[src/rtl/slcorem0_rstctrl_if.sv]
// slcorem0_rstctrl_if: request/status bundle around the reset request controller.
// slave  = the controller (consumes requests, drives status).
// master = the surrounding subsystem (drives requests, observes status).
`timescale 1ns/1ps
interface slcorem0_rstctrl_if;
   logic       SYS_HRESETn;
   logic       CORE_SYSRESETREQ;
   logic       CORE_LOCKUP;
   logic       CORE_PRMURESETREQ;
   logic       WDOG_RESETREQ;
   logic       LOCKUPRSTEN;
   logic       RSTINFO_CLR;
   logic       SYS_SYSRESETREQ;
   logic       RSTCTRL_BUSY;
   logic [4:0] RSTINFO;

   modport slave (
      input  SYS_HRESETn, CORE_SYSRESETREQ, CORE_LOCKUP, CORE_PRMURESETREQ,
             WDOG_RESETREQ, LOCKUPRSTEN, RSTINFO_CLR,
      output SYS_SYSRESETREQ, RSTCTRL_BUSY, RSTINFO
   );

   modport master (
      output SYS_HRESETn, CORE_SYSRESETREQ, CORE_LOCKUP, CORE_PRMURESETREQ,
             WDOG_RESETREQ, LOCKUPRSTEN, RSTINFO_CLR,
      input  SYS_SYSRESETREQ, RSTCTRL_BUSY, RSTINFO
   );
endinterface

[src/rtl/slcorem0_rstctrl.sv]
// slcorem0_rstctrl: collects core/PRMU/watchdog/lockup reset requests, issues one
// stretched SYS_SYSRESETREQ per event, waits for the system reset to complete and
// keeps a sticky cause record that only power-on reset clears.
// Optional feature macro: SLCOREM0_RSTCTRL_LOCKUP_RST_EN (lockup-driven reset).
`timescale 1ns/1ps
module slcorem0_rstctrl #(
   parameter int unsigned PULSE_LEN    = 4,
   parameter int unsigned WAIT_TIMEOUT = 16,
   parameter int unsigned HOLDOFF      = 8,
   parameter int unsigned LOCKUP_DELAY = 16
) (
   input  logic              SYS_FCLK,
   input  logic              SYS_PORESETn,
   slcorem0_rstctrl_if.slave bus
);

   typedef enum logic [1:0] {ST_IDLE, ST_ASSERT, ST_WAIT, ST_RECOVER} state_e;

   // Counters run 0..LIMIT-1 inside a state, so they never exceed the parameter.
   localparam logic [7:0] PULSE_LAST = 8'(PULSE_LEN - 1);
   localparam logic [7:0] WAIT_LAST  = 8'(WAIT_TIMEOUT - 1);
   localparam logic [7:0] HOLD_LAST  = 8'(HOLDOFF - 1);

   state_e     state_q, state_d;
   logic [7:0] cnt_q, cnt_d;
   logic       seen_low_q, seen_low_d;
   logic       req_q, req_d;
   logic       busy_q, busy_d;
   logic [4:0] info_q, info_d;
   logic [4:0] info_set;
   logic       timeout_set;
   logic       lockup_req;
   logic       req_any;

`ifdef SLCOREM0_RSTCTRL_LOCKUP_RST_EN
   localparam logic [7:0] LOCKUP_LIMIT = 8'(LOCKUP_DELAY);
   logic [7:0] lock_cnt_q, lock_cnt_d;

   // Lockup filter: count consecutive qualified lockup cycles, saturating at the limit.
   always_comb begin
      lock_cnt_d = '0;
      if (bus.CORE_LOCKUP && bus.LOCKUPRSTEN) begin
         lock_cnt_d = (lock_cnt_q == LOCKUP_LIMIT) ? lock_cnt_q : lock_cnt_q + 8'd1;
      end
   end

   // Lockup filter register.
   always_ff @(posedge SYS_FCLK) begin
      if (!SYS_PORESETn) lock_cnt_q <= '0;
      else               lock_cnt_q <= lock_cnt_d;
   end

   assign lockup_req = (lock_cnt_q == LOCKUP_LIMIT);
`else
   // Lockup inputs stay on the port list but have no effect in this build.
   logic lockup_unused;
   assign lockup_unused = bus.CORE_LOCKUP ^ bus.LOCKUPRSTEN;
   assign lockup_req    = 1'b0;
`endif

   assign req_any = bus.CORE_SYSRESETREQ | bus.WDOG_RESETREQ |
                    bus.CORE_PRMURESETREQ | lockup_req;

   // Cause bits: any set this cycle beats a coincident clear.
   assign info_set = {timeout_set, bus.CORE_PRMURESETREQ, lockup_req,
                      bus.WDOG_RESETREQ, bus.CORE_SYSRESETREQ};
   assign info_d   = (bus.RSTINFO_CLR ? 5'b0 : info_q) | info_set;

   // State register plus registered outputs and sticky cause record.
   always_ff @(posedge SYS_FCLK) begin
      if (!SYS_PORESETn) begin
         state_q    <= ST_IDLE;
         cnt_q      <= '0;
         seen_low_q <= 1'b0;
         req_q      <= 1'b0;
         busy_q     <= 1'b0;
         info_q     <= '0;
      end else begin
         state_q    <= state_d;
         cnt_q      <= cnt_d;
         seen_low_q <= seen_low_d;
         req_q      <= req_d;
         busy_q     <= busy_d;
         info_q     <= info_d;
      end
   end

   // Next-state logic: one request sequence, never restarted by later requests.
   always_comb begin
      state_d     = state_q;
      cnt_d       = cnt_q;
      seen_low_d  = seen_low_q;
      timeout_set = 1'b0;
      case (state_q)
         ST_IDLE: begin
            cnt_d      = '0;
            seen_low_d = 1'b0;
            if (req_any) state_d = ST_ASSERT;
         end
         ST_ASSERT: begin
            if (!bus.SYS_HRESETn) seen_low_d = 1'b1;
            if (cnt_q >= PULSE_LAST) begin
               state_d = ST_WAIT;
               cnt_d   = '0;
            end else begin
               cnt_d = cnt_q + 8'd1;
            end
         end
         ST_WAIT: begin
            if (seen_low_q || !bus.SYS_HRESETn) begin
               state_d = ST_RECOVER;
               cnt_d   = '0;
            end else if (cnt_q >= WAIT_LAST) begin
               // System reset never showed up: record it and recover anyway.
               timeout_set = 1'b1;
               state_d     = ST_RECOVER;
               cnt_d       = '0;
            end else begin
               cnt_d = cnt_q + 8'd1;
            end
         end
         ST_RECOVER: begin
            // Holdoff needs an unbroken run of high SYS_HRESETn cycles.
            if (!bus.SYS_HRESETn) begin
               cnt_d = '0;
            end else if (cnt_q >= HOLD_LAST) begin
               state_d = ST_IDLE;
               cnt_d   = '0;
            end else begin
               cnt_d = cnt_q + 8'd1;
            end
         end
         default: state_d = ST_IDLE;
      endcase
   end

   // Output logic: decoded from the next state so the outputs are registered.
   always_comb begin
      req_d  = (state_d == ST_ASSERT) || (state_d == ST_WAIT);
      busy_d = (state_d != ST_IDLE);
   end

   assign bus.SYS_SYSRESETREQ = req_q;
   assign bus.RSTCTRL_BUSY    = busy_q;
   assign bus.RSTINFO         = info_q;

endmodule

[src/flat_wrapper.sv]
// flat-port wrapper written by rule: the top's interface ports become plain ports
module slcorem0_rstctrl_flat 
#(
   parameter int unsigned PULSE_LEN    = 4,
   parameter int unsigned WAIT_TIMEOUT = 16,
   parameter int unsigned HOLDOFF      = 8,
   parameter int unsigned LOCKUP_DELAY = 16
)
  (SYS_FCLK, SYS_PORESETn, bus_SYS_HRESETn, bus_CORE_SYSRESETREQ, bus_CORE_LOCKUP, bus_CORE_PRMURESETREQ, bus_WDOG_RESETREQ, bus_LOCKUPRSTEN, bus_RSTINFO_CLR, bus_SYS_SYSRESETREQ, bus_RSTCTRL_BUSY, bus_RSTINFO);
  slcorem0_rstctrl_if bus_i ();
  input  logic SYS_FCLK;
  input  logic SYS_PORESETn;
  input wire logic [$bits(bus_i.SYS_HRESETn)-1:0] bus_SYS_HRESETn;
  input wire logic [$bits(bus_i.CORE_SYSRESETREQ)-1:0] bus_CORE_SYSRESETREQ;
  input wire logic [$bits(bus_i.CORE_LOCKUP)-1:0] bus_CORE_LOCKUP;
  input wire logic [$bits(bus_i.CORE_PRMURESETREQ)-1:0] bus_CORE_PRMURESETREQ;
  input wire logic [$bits(bus_i.WDOG_RESETREQ)-1:0] bus_WDOG_RESETREQ;
  input wire logic [$bits(bus_i.LOCKUPRSTEN)-1:0] bus_LOCKUPRSTEN;
  input wire logic [$bits(bus_i.RSTINFO_CLR)-1:0] bus_RSTINFO_CLR;
  output wire logic [$bits(bus_i.SYS_SYSRESETREQ)-1:0] bus_SYS_SYSRESETREQ;
  output wire logic [$bits(bus_i.RSTCTRL_BUSY)-1:0] bus_RSTCTRL_BUSY;
  output wire logic [$bits(bus_i.RSTINFO)-1:0] bus_RSTINFO;
  assign bus_i.SYS_HRESETn = bus_SYS_HRESETn;
  assign bus_i.CORE_SYSRESETREQ = bus_CORE_SYSRESETREQ;
  assign bus_i.CORE_LOCKUP = bus_CORE_LOCKUP;
  assign bus_i.CORE_PRMURESETREQ = bus_CORE_PRMURESETREQ;
  assign bus_i.WDOG_RESETREQ = bus_WDOG_RESETREQ;
  assign bus_i.LOCKUPRSTEN = bus_LOCKUPRSTEN;
  assign bus_i.RSTINFO_CLR = bus_RSTINFO_CLR;
  assign bus_SYS_SYSRESETREQ = bus_i.SYS_SYSRESETREQ;
  assign bus_RSTCTRL_BUSY = bus_i.RSTCTRL_BUSY;
  assign bus_RSTINFO = bus_i.RSTINFO;
  slcorem0_rstctrl #(.PULSE_LEN(PULSE_LEN), .WAIT_TIMEOUT(WAIT_TIMEOUT), .HOLDOFF(HOLDOFF), .LOCKUP_DELAY(LOCKUP_DELAY)) u_core (.SYS_FCLK(SYS_FCLK), .SYS_PORESETn(SYS_PORESETn), .bus(bus_i));
endmodule
[config.mk]
export PLATFORM = sky130hd
export DESIGN_NAME = slcorem0_rstctrl_flat
export DESIGN_NICKNAME = d
export VERILOG_FILES = /design/src/rtl/slcorem0_rstctrl_if.sv /design/src/rtl/slcorem0_rstctrl.sv /design/src/flat_wrapper.sv
export SDC_FILE = /design/constraint.sdc
export NUM_CORES = 1
export LEC_CHECK = 0
export ABC_AREA = 1
export ABC_CLOCK_PERIOD_IN_PS = 1900
export BUFFER_PORTS_ARGS = -buffer_cell sky130_fd_sc_hd__buf_2
export CAP_MARGIN = 20
export CORE_UTILIZATION = 49
export DETAILED_ROUTE_END_ITERATION = 10
export HOLD_SLACK_MARGIN = 0.06
export PLACE_DENSITY = 0.74
export SETUP_SLACK_MARGIN = 0.02
export SYNTH_ARGS = -nofsm -noshare
export SYNTH_HDL_FRONTEND = slang
export SYNTH_SLANG_ARGS = --single-unit
export TNS_END_PERCENT = 30
[constraint.sdc]
create_clock -name SYS_FCLK -period 1.9 [get_ports SYS_FCLK]
set_input_delay 0.095 -clock SYS_FCLK [delete_from_list [all_inputs] [get_ports SYS_FCLK]]
set_output_delay 0.095 -clock SYS_FCLK [all_outputs]
set_load 0.05 [all_outputs]
# After elaboration in Yosys (flattened, before gate mapping)
# Index checks and enable logic that the tools add are counted.
dict set report classes {
  n_addsub 1
  reduce_logical 7
  muxes 19
  eq_ne 6
  bitwise 3
  magnitude_cmp 3
}
# cell count
set ops {}
lappend ops {{$mux W8} 5}
lappend ops {{$pmux W8 S4} 1}
lappend ops {{$mux W2} 6}
lappend ops {{$add A8 B1 Y8 const B} 1}
lappend ops {{$ge A8 B2 Y1 const B} 1}
lappend ops {{$ge A8 B3 Y1 const B} 1}
lappend ops {{$ge A8 B4 Y1 const B} 1}
lappend ops {{$pmux W2 S4} 1}
lappend ops {{$eq A2 B2 Y1 const B} 3}
lappend ops {{$mux W5} 1}
lappend ops {{$or A5 B5 Y5} 1}
lappend ops {{$eq A2 B1 Y1 const B} 2}
lappend ops {{$mux W1} 4}
lappend ops {{$reduce_bool A2 Y1} 2}
lappend ops {{$logic_not A2 Y1} 1}
lappend ops {{$logic_or A1 B1 Y1} 2}
lappend ops {{$ne A2 B2 Y1 const B} 1}
lappend ops {{$or A1 B1 Y1} 2}
lappend ops {{$pmux W1 S2} 1}
lappend ops {{$reduce_and A2 Y1} 1}
lappend ops {{$logic_not A1 Y1} 1}
dict set report totals {
  input_bits 9
  regBits 18
  output_inout_bits 7
  wordCells 45
}

# Logic depth before layout (Yosys ltp)
# Gate-level depths: netlist of run 1.
dict set report logic_depth {
  ltp_word 6
  depth_mapped 11
  ltp_nobuf 11
}

# Least setup slack after synthesis of run 1
# OpenSTA, ideal clock, no wires.
dict set report synth_timing {
  path_type {register -> register}
  startpoint {register u_core.cnt_q[0]}
  endpoint {register u_core.req_q (netlist: u_core.bus.SYS_SYSRESETREQ)}
  path_buffers 0
  period_less_slack_ns 1.470
  required_time_ns 1.791
  arrival_time_ns 1.361
  setup_ns 0.109
  stages_incl_launch_ff 11
  slack_ns 0.430
  path_cell_list {dfxtp_1 ha_1 nor2_1 nand2_1 nor2_1 nor2_1 nand3_2 nand2_2 ha_1 nand2_1 inv_1}
}
dict set report synth_via {
  elab_chain_len 6
  elab_cells_between_ends 12
  cone_classes {order compare (3); eq/ne (2); mux (6); reduce/logical (1)}
}
# item line_no
set synth_rtl {}
lappend synth_rtl {{from (decl)} slcorem0_rstctrl.sv:25} ;# logic [7:0] cnt_q, cnt_d;
lappend synth_rtl {{from (signal assigned)} slcorem0_rstctrl.sv:80} ;# cnt_q <= cnt_d;
lappend synth_rtl {{$ge A8 B3 Y1 or $ge A8 B4 Y1 (tied branches)} {slcorem0_rstctrl.sv:126, slcorem0_rstctrl.sv:113}}
lappend synth_rtl {{$mux W2, on equally long branches} {slcorem0_rstctrl.sv:126, slcorem0_rstctrl.sv:113}}
lappend synth_rtl {{$mux W2, on equally long branches} {slcorem0_rstctrl.sv:124, slcorem0_rstctrl.sv:110}}
lappend synth_rtl {{$pmux W2 S4 (*)} slcorem0_rstctrl.sv:94} ;# case (state_q)
lappend synth_rtl {{$eq A2 B1 Y1 or $eq A2 B2 Y1 (tied branches)} slcorem0_rstctrl.sv:139} ;# req_d = (state_d == ST_ASSERT) || (state_d == ST_WAIT);
lappend synth_rtl {{$logic_or A1 B1 Y1 (*)} slcorem0_rstctrl.sv:139}
lappend synth_rtl {{via u_core.req_d} slcorem0_rstctrl.sv:27} ;# logic req_q, req_d;
lappend synth_rtl {{to (signal assigned)} slcorem0_rstctrl.sv:82} ;# req_q <= req_d;
lappend synth_rtl {{to (decl)} slcorem0_rstctrl.sv:27}
# The timed path passes the listed nets; every way through them passes the cells marked *.
# A chain may end at the register's enable or synchronous reset.

# Worst setup path in the final report of run 1
# Ends and elaborated chain as after synthesis.

==> implementation parameters, run 1 <==
Parameter                              Value

Status
  Status    finished, final reports clean

Detailed routing
  Remaining DRCs    0
  Post-detailed-route wirelength per cell    9.04 um
  Count of routing violations after the opening detailed-route iteration    16
  Antenna-violating nets left    0
  Detailed-route wire length    1130 um
  Detailed-router iteration count before antenna repair    4
  Total vias in the final route    561
  DR vias/cell    4.49

Synthesis
  Post-synthesis mux area share    0%
  Compound-cell area share of the yosys netlist    6.49%
  Post-Synthesis Cells    89
  Total number of yosys warnings    0
  Post-synth cell types    19
  Synthesized-area fraction occupied by xor and xnor cells    1.26%
  Synthesized flop and latch total    17
  Combinational family with the most area after synthesis    simple AND/OR/NAND/NOR gates
  Share of synthesized area occupied by flip-flops and latches    49.0%
  Avg Cell Area, Syn    7.80 sq um
  Post-Synthesis Cell Area    694 sq um
  Arithmetic-cell share of the synthesized area counting full adders, half adders and majority gates    3.60%
  Post-synthesis simple-gate area fraction    31.0%

STA
  TNS Setup    0 ps
  Final critical-path setup slack    258 ps
  Unrepaired setup endpoints after global routing    no
  Number of slew-limit violations in the final report    0
  Final clock skew    2.69 ps
  Total count of hold-check failures in the final report    0
  Final number of setup-violating endpoints    0
  Highest attainable clock frequency    609 MHz
  Fin crit share    86.4%
  Final worst path period need    1640 ps

GRT
  Total overflow reported by the global router    0
  GRT Resource Usage Total    17.7%
  Via count of the first global-routing pass    446
  Wire length of the first global-routing pass    1780 um
  Largest net degree at the start of global routing    10
  Number of antenna violations at the first check in global routing    0

Die
  Std cell rows    13
  Area enclosed by the die boundary    1570 sq um
  Initial standard-cell utilization of the core    52.7%
  Die W    39.6 um
  Die span in y    39.6 um
  Boundary Pins    16
  Area of the placeable core    1320 sq um

Final layout
  Most common cell after layout, fill and taps aside    dfxtp_1
  Filler Cell Count    122
  Highest-count cells in the layout ignoring fill and taps    dfxtp_1 (17), nand2_1 (16), nor2_1 (12), buf_2 (12), inv_1 (11)
  Net total in the final layout    122
  ANT cells    0
  Area occupied by multi-input gates    313 sq um
  Share of post-route cells with drive strength above 1    23.6%
  Area Overhead vs Synth    19.1%
  Sequential Area    340 sq um

Critical path
  Type of the setup path with the least slack    flip-flop to flip-flop
  Data required time of the worst path    2100 ps
  Cell depth of the worst flop-to-flop path    10
  Cell with the largest stage delay on the worst path    dfxtp_1
  Cells along the critical path    ha_1 -> nor2_1 -> nand2_1 -> nor2_1 -> nor2_1 -> nand3_2 -> nand2_2 -> ha_1 -> nand2_1 -> inv_1
  Worst path arrival time    1840 ps
  Family of cells with the greatest summed delay on the critical path    simple AND/OR/NAND/NOR gates
  Cell count along the critical path    10
  R2r endpoint    u_core.bus.SYS_SYSRESETREQ$_SDFF_PN0_
  Setup slack on the worst flop-to-flop path    260 ps
  Most frequent cell on the critical path    nor2_1
  Crit path max fanout    3
  CP endpoint kind    flip-flop
  Buffers & Inverters on Critical Path    1
  Startpoint of the worst register-to-register path    u_core.cnt_q[0]$_SDFF_PN0_
  Critical Path Source Type    flip-flop
  Maximum cell stage delay along the critical path    330 ps

Place
  Final weighted congestion in routability-driven placement    0.729
  Port-buffer cells    12
  Post-placement setup slack    291 ps
  Sum of net half-perimeters after detailed placement    876 um

Min path
  Hold WC Path Type    input pin to flip-flop
  Terminating pin of the worst hold path    u_core.bus.RSTINFO[1]$_SDFF_PN0_
  WHS Path Cells    3
  Worst Hold Launch    bus_WDOG_RESETREQ

CTS
  Bufs on Longest Clock Path    2
  TritonCTS clock tree    built
  CTS clock-pin slew for the worst setup and hold paths    90 ps
  Number of levels the H-tree was split into    1
  Clock insertion delay at the later pin of the skew report    280 ps
  Total clock buffers created by CTS    3
  Clock Root Buffer    clkbuf_4
  Total number of clock tree sinks    17

Pwr
  Power density cells    853 nW/um^2
  Largest vdd supply drop    0.458 mV
  Static leakage power    0.424 nW

Job
  Max Cap Viol    0
synth_stat cells, drive strengths merged:
cell   count  area share [%]
a21oi      7             5.0
and3       1            0.90
buf        1             1.1
conb       1            0.54
dfxtp     17              49
ha         2             3.6
inv       13             7.0
nand2     18              10
nand3      4             4.3
nand4      3             2.7
nor2      17              11
nor3       1            0.72
o21ai      2             1.4
or2        1            0.90
xor2       1             1.3
where the power goes:
part / internal, W / switching (W) / leakage [nW]
sequential: 0.000379 / 0.0000109 / 0.141
combinational: 0.0000379 / 0.0000922 / 0.268
clock: 0.0000816 / 0.000104 / 0.0150
total: 0.000499 / 0.000207 / 0.424
worst reg2reg max path, stage by stage, from the launching register on:
cell and delay, ps:
dfxtp_1 330, ha_1 230, nor2_1 190, nand2_1 70, nor2_1 120, nor2_1 80
nand3_2 90, nand2_2 60, ha_1 290, nand2_1 60, inv_1 30
metrics by stage:
step | utilization, % | instance area, sq um | instances | hold WS, ps | power, W
4_1_cts | 62.8 | 827 | 125 | 61.0 | 0.000717
2_1_floorplan | - | 709 | 93 | 188 | 0.000498
3_3_place_gp | 59.3 | 781 | 119 | 312 | 0.000523
3_5_place_dp | 59.3 | 781 | 119 | 312 | 0.000525
5_1_grt | 62.8 | 827 | 125 | 62.7 | 0.000746
6_report | 62.8 | 827 | 125 | 71.2 | 0.000706
kinds of logic (layout without fill, tap and decap cells):
family | after synthesis | in the layout
simple gates | 45 | 45
compound gates | 9 | 9
fa+ha+maj | 2 | 2
xor+xnor | 1 | 1
flops | 17 | 17
buf+inv | 14 | 31
other cells | 1 | 5
registers in the layout (all words and copies together) (netlist names):
signal / flops
u_core.state_q: 2
u_core.bus.RSTCTRL_BUSY: 1
u_core.seen_low_q: 1
u_core.bus.SYS_SYSRESETREQ: 1
u_core.bus.RSTINFO: 4
u_core.cnt_q: 8
cell type report:
| cell class | count | area share [%] |
|---|---|---|
| inverter | 13 | 5.90 |
| multi-input combinational | 62 | 37.8 |
| timing repair buffer | 14 | 9.68 |
| sequential | 17 | 41.1 |
| clock buffer | 4 | 3.18 |
| tap | 15 | 2.27 |
timing repair:
item / 4_1_cts / 5_1_grt
resized for setup: 0 / 0
hold buffers: 2 / 0
buffers inserted: 0 / 0
hold endpoints to repair: 2 / 0
worst max-delay path by stage:
stage / start / to / slack [ps]
final: u_core.cnt_q[0]$_SDFF_PN0_ / u_core.bus.SYS_SYSRESETREQ$_SDFF_PN0_ / 260
after global routing: u_core.cnt_q[0]$_SDFF_PN0_ / u_core.bus.SYS_SYSRESETREQ$_SDFF_PN0_ / 130
after CTS: u_core.cnt_q[0]$_SDFF_PN0_ / u_core.bus.SYS_SYSRESETREQ$_SDFF_PN0_ / 270
after detailed placement: u_core.cnt_q[0]$_SDFF_PN0_ / u_core.bus.SYS_SYSRESETREQ$_SDFF_PN0_ / 290
after global placement: u_core.cnt_q[0]$_SDFF_PN0_ / u_core.bus.SYS_SYSRESETREQ$_SDFF_PN0_ / 310
after floorplan: u_core.cnt_q[0]$_SDFF_PN0_ / u_core.bus.SYS_SYSRESETREQ$_SDFF_PN0_ / 430
routing by layer:
metal	share of wire (%)	vias up	global-route usage (%)
met3	4.9	4	8.52
met4	1.7	0	7.76
met2	45	13	26.2
li1	-	315	-
met1	48	229	21.4
met5	0	-	0
Note: power is estimated with default switching activity, not from simulation.
==> run 2: changes to the inputs <==
- ABC_CLOCK_PERIOD_IN_PS: 1900 -> 1400
- CORE_UTILIZATION: 49 -> 45
- PLACE_DENSITY: 0.74 -> 0.71
- clock period: 1.9 -> 1.4 ns (I/O delays scaled with it)
==> run 2 against run 1 <==
Compared with the run above: the flow now finishes with violations (setup timing); register-to-register slack lost 320 ps; fmax grew 12%; setup slack lost 320 ps; clock skew grew 7.9 ps; core utilization grew 9.8 points; hold slack gained 80 ps; first-iteration DRC count shrank 81%; global-route usage grew 2.3 points; sequential cell count is the same; critical path type unchanged; critical endpoint unchanged; largest power group unchanged.
==> implementation parameters, run 2 (synthesized netlist as in run 1, its figures left out) <==
Parameter                              Value

STA
  Highest attainable clock frequency    683 MHz (+12%)
  Fin crit share    105% (+18 points)
  Final critical-path setup slack    -63.1 ps (-321 ps)
  Unrepaired setup endpoints after global routing    yes
  Final number of setup-violating endpoints    2 (+2)
  Total count of hold-check failures in the final report    0 (unchanged)
  Worst hold slack    151 ps (+79.6 ps)
  Number of slew-limit violations in the final report    0 (unchanged)
  Final clock skew    10.6 ps (+7.91 ps)
  Final worst path period need    1460 ps (-179 ps)

CTS
  Clock Root Buffer    clkbuf_4
  Total clock buffers created by CTS    3 (unchanged)
  Bufs on Longest Clock Path    2 (unchanged)
  Total number of clock tree sinks    17 (unchanged)
  Clock insertion delay at the later pin of the skew report    300 ps (+20 ps)
  CTS clock-pin slew for the worst setup and hold paths    90 ps (about the same)
  Number of levels the H-tree was split into    1 (unchanged)
  TritonCTS clock tree    built

Critical path
  CP endpoint kind    flip-flop
  Startpoint of the worst register-to-register path    u_core.cnt_q[0]$_SDFF_PN0_
  R2r endpoint    u_core.bus.SYS_SYSRESETREQ$_SDFF_PN0_
  Worst path arrival time    1710 ps (-130 ps)
  Cell depth of the worst flop-to-flop path    10 (unchanged)
  Setup slack on the worst flop-to-flop path    -60 ps (-320 ps)
  Critical Path Source Type    flip-flop
  Data required time of the worst path    1640 ps (-460 ps)
  Crit path max fanout    3 (unchanged)
  Type of the setup path with the least slack    flip-flop to flip-flop

Pwr
  Power density cells    1020 nW/um^2 (+19%)
  Largest vdd supply drop    0.762 mV (+66%)
  PnR Total Power    0.00101 W (+43%)
  Static leakage power    0.491 nW (+16%)

GRT
  Number of antenna violations at the first check in global routing    0 (unchanged)
  Total overflow reported by the global router    0 (unchanged)
  Via count of the first global-routing pass    501 (+12%)
  Largest net degree at the start of global routing    10 (unchanged)
  Wire length of the first global-routing pass    2040 um (+15%)
  GRT Resource Usage Total    20.0% (+2.3 points)

Place
  Port-buffer cells    12 (unchanged)
  Sum of net half-perimeters after detailed placement    975 um (+11%)
  Cell area reported after detailed placement    835 sq um (+6.9%)
  Final weighted congestion in routability-driven placement    0.865 (+19%)

Final layout
  Area Overhead vs Synth    42.7%
  Highest-count cells in the layout ignoring fill and taps    dfxtp_1 (14), nand2_1 (12), buf_2 (12)
  Core occupancy in the finished layout    72.5% (+9.8 points)
  Largest register by flop count    u_core.cnt_q
  Share of post-route cells with drive strength above 1    40.8% (+17 points)
  Net total in the final layout    132 (+8.2%)
  ANT cells    0 (unchanged)
  Post-route cell area    991 sq um (+20%)
  Most common cell after layout, fill and taps aside    dfxtp_1
  Max FFs per register    8 (unchanged)

Min path
  Hold WC Path Type    input pin to flip-flop
  Terminating pin of the worst hold path    u_core.cnt_q[2]$_SDFF_PN0_
  WHS Path Cells    3 (unchanged)
  Worst Hold Launch    bus_SYS_HRESETn

Detailed routing
  Remaining DRCs    0 (unchanged)
  Count of routing violations after the opening detailed-route iteration    3 (-13)
  Detailed-router iteration count before antenna repair    4 (unchanged)
  Detailed-route wire length    1500 um (+33%)
  Total vias in the final route    631 (+12%)
  Antenna-violating nets left    0 (unchanged)
  DR vias/cell    4.67 (+4.1%)
  Post-detailed-route wirelength per cell    11.1 um (+23%)

Die
  Area of the placeable core    1370 sq um (+3.7%)
  Boundary Pins    16 (unchanged)
  Area enclosed by the die boundary    1700 sq um (+8.4%)
  Std cell rows    13 (unchanged)
  Die span in y    41.3 um (+4.1%)
  Die W    41.3 um (+4.1%)
  Initial standard-cell utilization of the core    50.8% (-1.9 points)

Job
  Max Cap Viol    0 (unchanged)

Status
  Violations in the final reports    setup timing
  Status    complete, but fails checks
## run 2: timing repair
action | CTS | global route
pin swaps | 3 | 5
buffers inserted | 1 | 2
gates cloned | 0 | 0
endpoints found under the hold margin | 4 | 0
hold buffers | 5 | 0
endpoints found under the setup margin | 1 | 3
gates resized for setup | 3 | 11
## run 2: critical path, stage by stage (launching register included)
cell and delay [ps]:
dfxtp_2 350, ha_4 190, a21oi_4 180, nand2_2 80
nand2_2 80, nand2_2 60, nand3_2 60, nand2_2 70
ha_4 260, nand2_1 40, inv_1 40
## run 2: area by class of cell
class	instances	area, sq um
Multi-Input combinational cell	62	390
Inverter	13	48.8
Tap cell	15	18.8
Clock buffer	4	26.3
Sequential cell	17	344
Timing Repair Buffer	24	163
Fill cell	106	375
## run 2: worst max path at each step
stage | from | endpoint
after floorplan | u_core.cnt_q[1]$_SDFF_PN0_ | u_core.bus.SYS_SYSRESETREQ$_SDFF_PN0_
after global placement | u_core.cnt_q[1]$_SDFF_PN0_ | u_core.bus.SYS_SYSRESETREQ$_SDFF_PN0_
after detailed placement | u_core.cnt_q[1]$_SDFF_PN0_ | u_core.bus.SYS_SYSRESETREQ$_SDFF_PN0_
after CTS | u_core.cnt_q[0]$_SDFF_PN0_ | u_core.bus.SYS_SYSRESETREQ$_SDFF_PN0_
after global routing | u_core.cnt_q[0]$_SDFF_PN0_ | u_core.bus.SYS_SYSRESETREQ$_SDFF_PN0_
final | u_core.cnt_q[0]$_SDFF_PN0_ | u_core.bus.SYS_SYSRESETREQ$_SDFF_PN0_
## run 2: metrics by stage
stage | setup WS, ps | TNS, ps | std cells
3_3_place_gp | -41.3 | -41.3 | 123
6_report | -63.1 | -103 | 135
3_5_place_dp | -51.5 | -51.5 | 123
4_1_cts | -45.4 | -45.4 | 133
2_1_floorplan | 31.6 | 0 | 93
5_1_grt | -128 | -236 | 135
## run 2: power breakdown
part           internal [W]  switching, W
clock              0.000111      0.000147
combinational     0.0000760      0.000143
sequential         0.000515     0.0000155
## run 2: routing by layer
metal / vias up / part of all wire, % / GRT usage [%]
li1: 335 / - / -
met1: 279 / 40 / 19.7
met2: 13 / 53 / 34.8
met3: 4 / 4.7 / 9.78
met4: 0 / 1.8 / 9.68
met5: - / 0 / 0
==> run 3: changes to the inputs <==
- RECOVER_POWER: not set -> 50
==> run 3 against run 2 <==
Compared with the run above: the run still ends with setup timing left; first-iteration DRC count stayed put; routed wire length hardly changed; clock power hardly changed; die area stayed put; cell count stayed put; final area is 0.50% lower; critical path type unchanged; fmax stayed put; combinational power is 2% lower; via count is 0.16% lower.
==> implementation parameters, run 3 (synthesized netlist as in run 1, its figures left out) <==
Parameter                              Value

Pwr
  Largest vdd supply drop    0.761 mV (-0.14%)
  Power density cells    1020 nW/um^2 (+0.20%)
  Static leakage power    0.477 nW (-2.7%)

Place
  Port-buffer cells    12 (unchanged)
  Post-placement setup slack    -51.5 ps (unchanged)
  Final weighted congestion in routability-driven placement    0.865 (unchanged)
  Sum of net half-perimeters after detailed placement    975 um (unchanged)
  Cell area reported after detailed placement    835 sq um (unchanged)

Detailed routing
  Antenna-violating nets left    0 (unchanged)
  Count of routing violations after the opening detailed-route iteration    3 (unchanged)
  Detailed-router iteration count before antenna repair    4 (unchanged)
  Post-detailed-route wirelength per cell    11.1 um (about the same)
  DR vias/cell    4.67 (-0.16%)
  Remaining DRCs    0 (unchanged)
  Total vias in the final route    630 (-0.16%)
  Detailed-route wire length    1500 um (about the same)

Min path
  WHS Path Cells    3 (unchanged)
  Hold WC Path Type    input pin to flip-flop

Status
  Violations in the final reports    setup timing
  Status    complete, but fails checks

Die
  Area enclosed by the die boundary    1700 sq um (unchanged)
  Die span in y    41.3 um (unchanged)
  Boundary Pins    16 (unchanged)
  Initial standard-cell utilization of the core    50.8% (unchanged)
  Area of the placeable core    1370 sq um (unchanged)
  Std cell rows    13 (unchanged)
  Die W    41.3 um (unchanged)

CTS
  TritonCTS clock tree    built
  Clock Root Buffer    clkbuf_4
  Clock insertion delay at the later pin of the skew report    300 ps (about the same)
  Number of levels the H-tree was split into    1 (unchanged)
  CTS clock-pin slew for the worst setup and hold paths    90 ps (about the same)
  Total number of clock tree sinks    17 (unchanged)
  Total clock buffers created by CTS    3 (unchanged)
  Bufs on Longest Clock Path    2 (unchanged)

Critical path
  Crit path max fanout    3 (unchanged)
  Type of the setup path with the least slack    flip-flop to flip-flop
  Cell depth of the worst flop-to-flop path    10 (unchanged)
  Worst path arrival time    1710 ps (about the same)
  Critical Path Source Type    flip-flop
  Data required time of the worst path    1640 ps (about the same)
  CP endpoint kind    flip-flop

GRT
  Wire length of the first global-routing pass    2040 um (unchanged)
  GRT Resource Usage Total    20.0% (unchanged)
  Total overflow reported by the global router    0 (unchanged)
  Number of antenna violations at the first check in global routing    0 (unchanged)
  Largest net degree at the start of global routing    10 (unchanged)
  Via count of the first global-routing pass    501 (unchanged)

STA
  Total count of hold-check failures in the final report    0 (unchanged)
  Final number of setup-violating endpoints    2 (unchanged)
  Highest attainable clock frequency    683 MHz (unchanged)
  Final worst path period need    1460 ps (+0.00120 ps)
  Slew at the pin closest to its max-slew limit    598 ps
  Fin crit share    105% (about the same)
  Final critical-path setup slack    -63.1 ps (-0.00120 ps)
  Final clock skew    10.5 ps (-0.0689 ps)
  Unrepaired setup endpoints after global routing    yes
  Number of slew-limit violations in the final report    0 (unchanged)
  Relative slew slack    60.3%

Final layout
  Most common cell after layout, fill and taps aside    dfxtp_1
  Filler Cell Count    110 (+3.8%)
  Largest register by flop count    u_core.cnt_q
  Share of post-route cells with drive strength above 1    37.5% (-3.3 points)
  Post-route cell area    986 sq um (-0.50%)
  Area Overhead vs Synth    42.0%
  ANT cells    0 (unchanged)
  Max FFs per register    8 (unchanged)
  Highest-count cells in the layout ignoring fill and taps    dfxtp_1 (14), nand2_1 (12), inv_1 (11)
  Net total in the final layout    132 (unchanged)

Job
  Max Cap Viol    0 (unchanged)
[run 3: final timing paths]
kind	start	endpoint	slack [ps]
setup / recovery	u_core.cnt_q[0]$_SDFF_PN0_	u_core.bus.SYS_SYSRESETREQ$_SDFF_PN0_	-60
hold / removal	bus_SYS_HRESETn	u_core.cnt_q[2]$_SDFF_PN0_	150
setup reg to reg	u_core.cnt_q[0]$_SDFF_PN0_	u_core.bus.SYS_SYSRESETREQ$_SDFF_PN0_	-60
hold reg to reg	u_core.bus.RSTINFO[4]$_SDFF_PN0_	u_core.bus.RSTINFO[4]$_SDFF_PN0_	460
[run 3: area by class of cell]
type | count | area (sq um) | area share [%]
clock buffers | 4 | 26.3 | 2.66
inverters | 13 | 48.8 | 4.95
multi-input cells | 62 | 390 | 39.6
flip-flops and latches | 17 | 344 | 34.9
well taps | 15 | 18.8 | 1.90
repair buffers | 24 | 158 | 16.0
[run 3: per-stage QoR]
| stage | total power (W) | TNS, ps | std cells | hold slack [ps] | utilization [%] |
|---|---|---|---|---|---|
| finish | 0.00100 | -103 | 135 | 151 | 72.2 |
| global route | 0.00105 | -236 | 135 | 148 | 72.2 |
| detailed placement | 0.000722 | -51.5 | 123 | 297 | 61.1 |
| floorplan | 0.000676 | 0 | 93 | 163 | - |
| CTS | 0.000994 | -45.4 | 133 | 128 | 68.8 |
| global placement | 0.000718 | -41.3 | 123 | 289 | 61.1 |
[run 3: critical path, cell delays in order, from the launching register on]
cell and delay, ps:
dfxtp_2 350, ha_4 190, a21oi_4 180, nand2_2 80, nand2_2 80, nand2_2 60, nand3_2 60, nand2_2 70
ha_4 260, nand2_1 40, inv_1 40
[run 3: timing repair]
action,4_1_cts,5_1_grt
pin swaps,3,5
hold buffers,5,0
endpoints found under the setup margin,1,3
hold endpoints to repair,4,0
resized for setup,3,11
buffers inserted,1,2
[run 3: layer usage]
metal / up-vias / part of all wire, % / GRT usage [%]
li1: 335 / - / -
met5: - / 0 / 0
met2: 13 / 53 / 34.8
met4: 0 / 1.8 / 9.68
met1: 278 / 40 / 19.7
met3: 4 / 4.7 / 9.78
[run 3: power breakdown]
part / switching (W) / total (W) / internal [W]
clock network: 0.000147 / 0.000258 / 0.000111
registers: 0.0000158 / 0.000530 / 0.000515
logic: 0.000143 / 0.000215 / 0.0000724
total: 0.000305 / 0.00100 / 0.000698
